===== src/rtl/weight_bit_serializer.sv =====
// Bit-serial sign-magnitude weight transmitter: small word FIFO feeding a shift register,
// magnitude MSB first then sign. Define WSER_GAP_EN for a one-cycle multiplier-clear gap per frame.
module weight_bit_serializer #(
  parameter int WIDTH = 8,
  parameter int DEPTH = 4
) (
  input  logic                     clk,
  input  logic                     reset,
  input  logic [WIDTH-1:0]         w_data,
  input  logic                     w_valid,
  output logic                     w_ready,
  output logic                     weight_bit,
  output logic                     bit_valid,
  output logic                     frame_start,
  output logic                     frame_last,
  output logic                     mult_clear_n,
  output logic [$clog2(DEPTH):0]   fifo_count,
  output logic                     busy
);

  localparam int PW = $clog2(DEPTH);
  localparam int CW = PW + 1;
  localparam int BW = $clog2(WIDTH);

`ifdef WSER_GAP_EN
  typedef enum logic [1:0] {S_IDLE, S_SHIFT, S_GAP} state_t;
`else
  typedef enum logic [1:0] {S_IDLE, S_SHIFT} state_t;
`endif

  state_t           state_q, state_d;
  logic [WIDTH-1:0] mem_q [DEPTH];
  logic [PW-1:0]    wr_ptr_q, rd_ptr_q;
  logic [CW-1:0]    count_q, count_d;
  logic [WIDTH-1:0] shreg_q, shreg_d;
  logic [BW-1:0]    bitcnt_q, bitcnt_d;
  logic [WIDTH-1:0] head;
  logic             push, pop, last_bit, fifo_ne;

  assign head     = mem_q[rd_ptr_q];
  assign fifo_ne  = (count_q != '0);
  assign push     = w_valid && (count_q < CW'(DEPTH));
  assign last_bit = (bitcnt_q == BW'(WIDTH - 1));

  always_comb begin
    state_d  = state_q;
    bitcnt_d = bitcnt_q;
    shreg_d  = shreg_q;
    pop      = 1'b0;
    case (state_q)
      S_IDLE: begin
        if (fifo_ne) pop = 1'b1;
      end
      S_SHIFT: begin
        if (last_bit) begin
`ifdef WSER_GAP_EN
          state_d = S_GAP;
`else
          if (fifo_ne) pop = 1'b1;
          else         state_d = S_IDLE;
`endif
        end else begin
          bitcnt_d = bitcnt_q + BW'(1);
          shreg_d  = shreg_q << 1;
        end
      end
`ifdef WSER_GAP_EN
      S_GAP: begin
        if (fifo_ne) pop = 1'b1;
        else         state_d = S_IDLE;
      end
`endif
      default: state_d = S_IDLE;
    endcase
    // Rotate the sign below the magnitude so the frame shifts straight out of the MSB.
    if (pop) begin
      state_d  = S_SHIFT;
      bitcnt_d = '0;
      shreg_d  = {head[WIDTH-2:0], head[WIDTH-1]};
    end
    count_d = count_q + CW'(push) - CW'(pop);
  end

  always_ff @(posedge clk or negedge reset) begin
    if (!reset) begin
      state_q  <= S_IDLE;
      wr_ptr_q <= '0;
      rd_ptr_q <= '0;
      count_q  <= '0;
      shreg_q  <= '0;
      bitcnt_q <= '0;
    end else begin
      state_q  <= state_d;
      count_q  <= count_d;
      shreg_q  <= shreg_d;
      bitcnt_q <= bitcnt_d;
      if (push) wr_ptr_q <= wr_ptr_q + PW'(1);
      if (pop)  rd_ptr_q <= rd_ptr_q + PW'(1);
    end
  end

  always_ff @(posedge clk) begin
    if (push) mem_q[wr_ptr_q] <= w_data;
  end

  assign bit_valid   = (state_q == S_SHIFT);
  assign weight_bit  = bit_valid && shreg_q[WIDTH-1];
  assign frame_start = bit_valid && (bitcnt_q == '0);
  assign frame_last  = bit_valid && last_bit;
  assign w_ready     = (count_q < CW'(DEPTH));
  assign fifo_count  = count_q;
  assign busy        = (state_q != S_IDLE) || fifo_ne;
`ifdef WSER_GAP_EN
  assign mult_clear_n = (state_q != S_GAP);
`else
  assign mult_clear_n = 1'b1;
`endif

endmodule


===== config.mk =====
export PLATFORM = sky130hd
export DESIGN_NAME = weight_bit_serializer
export DESIGN_NICKNAME = d
export VERILOG_FILES = /design/src/rtl/weight_bit_serializer.sv
export SDC_FILE = /design/constraint.sdc
export NUM_CORES = 1
export LEC_CHECK = 0
export ABC_AREA = 1
export BUFFER_PORTS_ARGS = -buffer_cell sky130_fd_sc_hd__buf_2
export CAP_MARGIN = 30
export CORE_UTILIZATION = 58
export CTS_CLUSTER_SIZE = 24
export DETAILED_ROUTE_END_ITERATION = 10
export HOLD_SLACK_MARGIN = 0.03
export PLACE_DENSITY_LB_ADDON = 0.12
export RECOVER_POWER = 50
export SLEW_MARGIN = 25
export SYNTH_ARGS = -nofsm -noshare
export SYNTH_HDL_FRONTEND = slang
export SYNTH_SLANG_ARGS = --single-unit

===== constraint.sdc =====
create_clock -name clk -period 2.6 [get_ports clk]
set_input_delay 0.13 -clock clk [delete_from_list [all_inputs] [get_ports clk]]
set_output_delay 0.13 -clock clk [all_outputs]
set_load 0.1 [all_outputs]

==> report_table.html <==
<table>
<tr><th>Metric</th><th>Value</th></tr>
<tr><th colspan="2">Outcome</th></tr>
<tr><td>Status</td><td>complete, no violations</td></tr>
<tr><th colspan="2">Clock network</th></tr>
<tr><td>CTS H-tree depth</td><td>2</td></tr>
<tr><td>TritonCTS clock tree</td><td>done</td></tr>
<tr><td>Clock input transition at the sequential cells of the worst setup and hold paths</td><td>0.08 ns</td></tr>
<tr><td>Latest clock arrival within the worst-skew pair</td><td>0.30 ns</td></tr>
<tr><td>Root cell of the clock tree</td><td>clkbuf_8</td></tr>
<tr><td>Inserted Clock Buffers</td><td>5</td></tr>
<tr><td>Count of clock tree sinks</td><td>51</td></tr>
<tr><td>Post-CTS Setup Inserts</td><td>0</td></tr>
<tr><td>Max Root-Sink Buffers</td><td>2</td></tr>
<tr><th colspan="2">Floorplan</th></tr>
<tr><td>Die outline width</td><td>64.4 um</td></tr>
<tr><td>Number of top-level design ports</td><td>21</td></tr>
<tr><td>Floorplan die height</td><td>64.4 um</td></tr>
<tr><td>Die Outline Area</td><td>4150 um2</td></tr>
<tr><td>Std-Cell Rows</td><td>22</td></tr>
<tr><td>Initial Utilization</td><td>0.613</td></tr>
<tr><td>Placeable Area</td><td>3690 um2</td></tr>
<tr><th colspan="2">Detailed routing</th></tr>
<tr><td>Via count of the routed design</td><td>1,494</td></tr>
<tr><td>Detailed Routing Iterations Pass 1</td><td>4</td></tr>
<tr><td>Final wirelength</td><td>3.89 mm</td></tr>
<tr><td>Post-route DRC violation count</td><td>0</td></tr>
<tr><td>First DRT Iteration DRCs</td><td>140</td></tr>
<tr><td>Average via count per standard cell</td><td>5.10</td></tr>
<tr><td>Post-DRT Antenna Nets</td><td>0</td></tr>
<tr><td>Drt wl/cell</td><td>13.3 um</td></tr>
<tr><th colspan="2">GRT</th></tr>
<tr><td>Initial antenna violation count</td><td>0</td></tr>
<tr><td>First-pass GRT wire length</td><td>6.54 mm</td></tr>
<tr><td>Sum of overflow across all layers after global routing</td><td>0</td></tr>
<tr><td>Via count of the first global-routing pass</td><td>1,389</td></tr>
<tr><td>Aggregate global-route resource usage</td><td>0.219</td></tr>
<tr><td>Maximum number of pins on one net before global-route repair</td><td>20</td></tr>
<tr><th colspan="2">Finish</th></tr>
<tr><td>Total area of multi-input combinational cells</td><td>656 um2</td></tr>
<tr><td>Commonest cells after routing, fill and taps aside</td><td>nand2_1, edfxtp_1, nor2_1</td></tr>
<tr><td>Commonest non-fill, non-tap cell in the layout</td><td>nand2_1</td></tr>
<tr><td>Antenna Diode Count</td><td>0</td></tr>
<tr><td>Post-layout util</td><td>0.683</td></tr>
<tr><td>Filler Cells Inserted</td><td>297</td></tr>
<tr><td>Cell Count, Final, Fillers Out</td><td>293</td></tr>
<tr><td>Synth-to-Final Area Change</td><td>11.5%</td></tr>
<tr><td>Ratio of cells with drive above 1 in the final layout</td><td>0.0939</td></tr>
<tr><td>Design area</td><td>2520 um2</td></tr>
<tr><td>Nets</td><td>264</td></tr>
<tr><td>Sequential cell area</td><td>1440 um2</td></tr>
<tr><th colspan="2">STA</th></tr>
<tr><td>Max-slew violations</td><td>0</td></tr>
<tr><td>Max frequency</td><td>0.465 GHz</td></tr>
<tr><td>Post-route fraction of the period consumed by the critical path</td><td>0.828</td></tr>
<tr><td>Min Tclk post-route</td><td>2.15 ns</td></tr>
<tr><td>Clock skew</td><td>0.00900 ns</td></tr>
<tr><td>Final Setup Violations</td><td>0</td></tr>
<tr><td>Unrepaired setup endpoints after global routing</td><td>no</td></tr>
<tr><td>Hold violation total from the final report</td><td>0</td></tr>
<tr><td>Pin slew with the least headroom to its limit</td><td>1.16 ns</td></tr>
<tr><td>Headroom to the max-slew limit</td><td>0.227</td></tr>
<tr><td>TNS Setup</td><td>0 ns</td></tr>
<tr><th colspan="2">Setup path</th></tr>
<tr><td>Crit path required time</td><td>2.80 ns</td></tr>
<tr><td>Class of the most critical setup path</td><td>flip-flop to flip-flop</td></tr>
<tr><td>Capturing element type of the critical path</td><td>flip-flop</td></tr>
<tr><td>Worst setup SP type</td><td>flip-flop</td></tr>
<tr><td>Peak fanout along the critical path</td><td>10</td></tr>
<tr><td>Data arrival time of the worst path</td><td>2.35 ns</td></tr>
<tr><th colspan="2">Synth</th></tr>
<tr><td>Post-synthesis instance area</td><td>2260 um2</td></tr>
<tr><td>Number of register bits inferred by synthesis</td><td>51</td></tr>
<tr><td>Mean area per synthesized cell</td><td>10.4 um2</td></tr>
<tr><td>Largest area contributor in the synthesized netlist</td><td>edfxtp_1</td></tr>
<tr><td>Leading cell types by total area after synthesis</td><td>edfxtp_1, dfrtp_1, nand2_1, nand3_1, nor2_1</td></tr>
<tr><td>Synth Warn #</td><td>0</td></tr>
<tr><td>Synthesized Nets</td><td>238</td></tr>
<tr><td>Portion of synthesized cell area occupied by the leading cell type</td><td>0.425</td></tr>
<tr><td>Register area share after synthesis</td><td>0.635</td></tr>
<tr><td>Count of unique library cells instantiated by Yosys</td><td>22</td></tr>
<tr><td>Cells after Synth</td><td>218</td></tr>
<tr><th colspan="2">Place</th></tr>
<tr><td>Final HPWL DP</td><td>2.67 mm</td></tr>
<tr><td>Number of placed instances, taps included</td><td>280</td></tr>
<tr><td>Routability cong.</td><td>0.757</td></tr>
<tr><td>Number of port buffers</td><td>19</td></tr>
<tr><td>Placed Area</td><td>2380 um2</td></tr>
<tr><th colspan="2">Flow run</th></tr>
<tr><td># Max-Cap Violations</td><td>0</td></tr>
<tr><th colspan="2">Pwr</th></tr>
<tr><td>Power Total</td><td>2.99 mW</td></tr>
<tr><td>Power density normalized to cell area</td><td>1190 nW/um2</td></tr>
<tr><td>IR drop worst, VDD</td><td>729 uV</td></tr>
<tr><td>Leakage dissipation</td><td>1.10 nW</td></tr>
<tr><th colspan="2">Hold path</th></tr>
<tr><td>Tightest Hold Check Type</td><td>primary input to flip-flop</td></tr>
</table>
-- synth_stat cells, drive strengths merged --
| cell | n |
|---|---|
| xor2 | 3 |
| buf | 6 |
| conb | 1 |
| a21oi | 2 |
| ha | 8 |
| clkinv | 1 |
| nand3 | 27 |
| dfrtp | 19 |
| edfxtp | 32 |
| nand2 | 53 |
| o21ai | 4 |
| xnor2 | 2 |
| inv | 30 |
| fa | 1 |
| nor2 | 29 |
-- metal layers --
metal,track usage,share of wire,wire length [um]
met5,0,0,0
met4,0.0750,0.013,51
met3,0.0581,0.040,154
met2,0.347,0.50,1930
met1,0.294,0.45,1750
-- area by class of cell --
class	instances	share of cell area
Tap cell	48	0.0238
Clock inverter	3	0.0154
Sequential cell	51	0.571
Clock buffer	5	0.0273
Multi-Input combinational cell	130	0.260
Inverter	31	0.0467
Timing Repair Buffer	25	0.0551
-- path summary, 6_finish.rpt --
| path | startpoint | end | slack, ns | depth (start not counted) |
|---|---|---|---|---|
| max | bitcnt_q[0] | fifo_count[1] | 0.45 | 10 |
| min | w_data[7] | mem_q[3][7] | 0.08 | 1 |
| max reg2reg | bitcnt_q[0] | fifo_count[1] | 0.45 | 10 |
| min reg2reg | shreg_q[0] | shreg_q[0] | 0.53 | 2 |
| max in group asynchronous | reset | fifo_count[2] | 1.35 | 2 |
| min in group asynchronous | reset | shreg_q[2] | 0.51 | 2 |
-- stage by stage --
stage                     setup WS (ns)  hold slack [ns]
after global placement            0.529           0.0782
after detailed placement          0.457           0.0910
after global routing              0.298           0.0953
final                             0.448           0.0830
after CTS                         0.437           0.0313
after floorplan                  0.0818           -0.166
-- critical path, stage by stage (launching register included) --
cell     delay [ns]
dfrtp_1        0.39
ha_1           0.21
ha_1           0.21
inv_1          0.10
nand2_4        0.10
nand2_2        0.16
xor2_1         0.16
ha_1           0.16
inv_1          0.04
fa_1           0.48
inv_1          0.04
-- sequential cells by signal (all words and copies together) (netlist names) --
register    cells
shreg_q         8
state_q         1
rd_ptr_q        2
wr_ptr_q        2
fifo_count      3
mem_q          32
bitcnt_q        3
-- power breakdown --
part | internal (mW) | switching, mW | total (mW)
clock | 0.281 | 0.243 | 0.523
combinational | 0.312 | 0.921 | 1.23
sequential | 1.07 | 0.160 | 1.23
-- what timing repair did --
item                                   in CTS  in global routing
hold buffers                                4                  1
endpoints found under the hold margin      31                  4
gates resized for setup                     0                  0
-- kinds of logic (layout without fill, tap and decap cells) --
family,after synthesis,in the layout,share of synthesized area
xor+xnor,5,5,0.0194
simple gates,109,109,0.204
other cells,1,1,0.00166
compound gates,6,6,0.0133
flops,51,51,0.635
buf+inv,37,64,0.0736
fa+ha+maj,9,9,0.0531
Power figures use the tool's default switching activity.
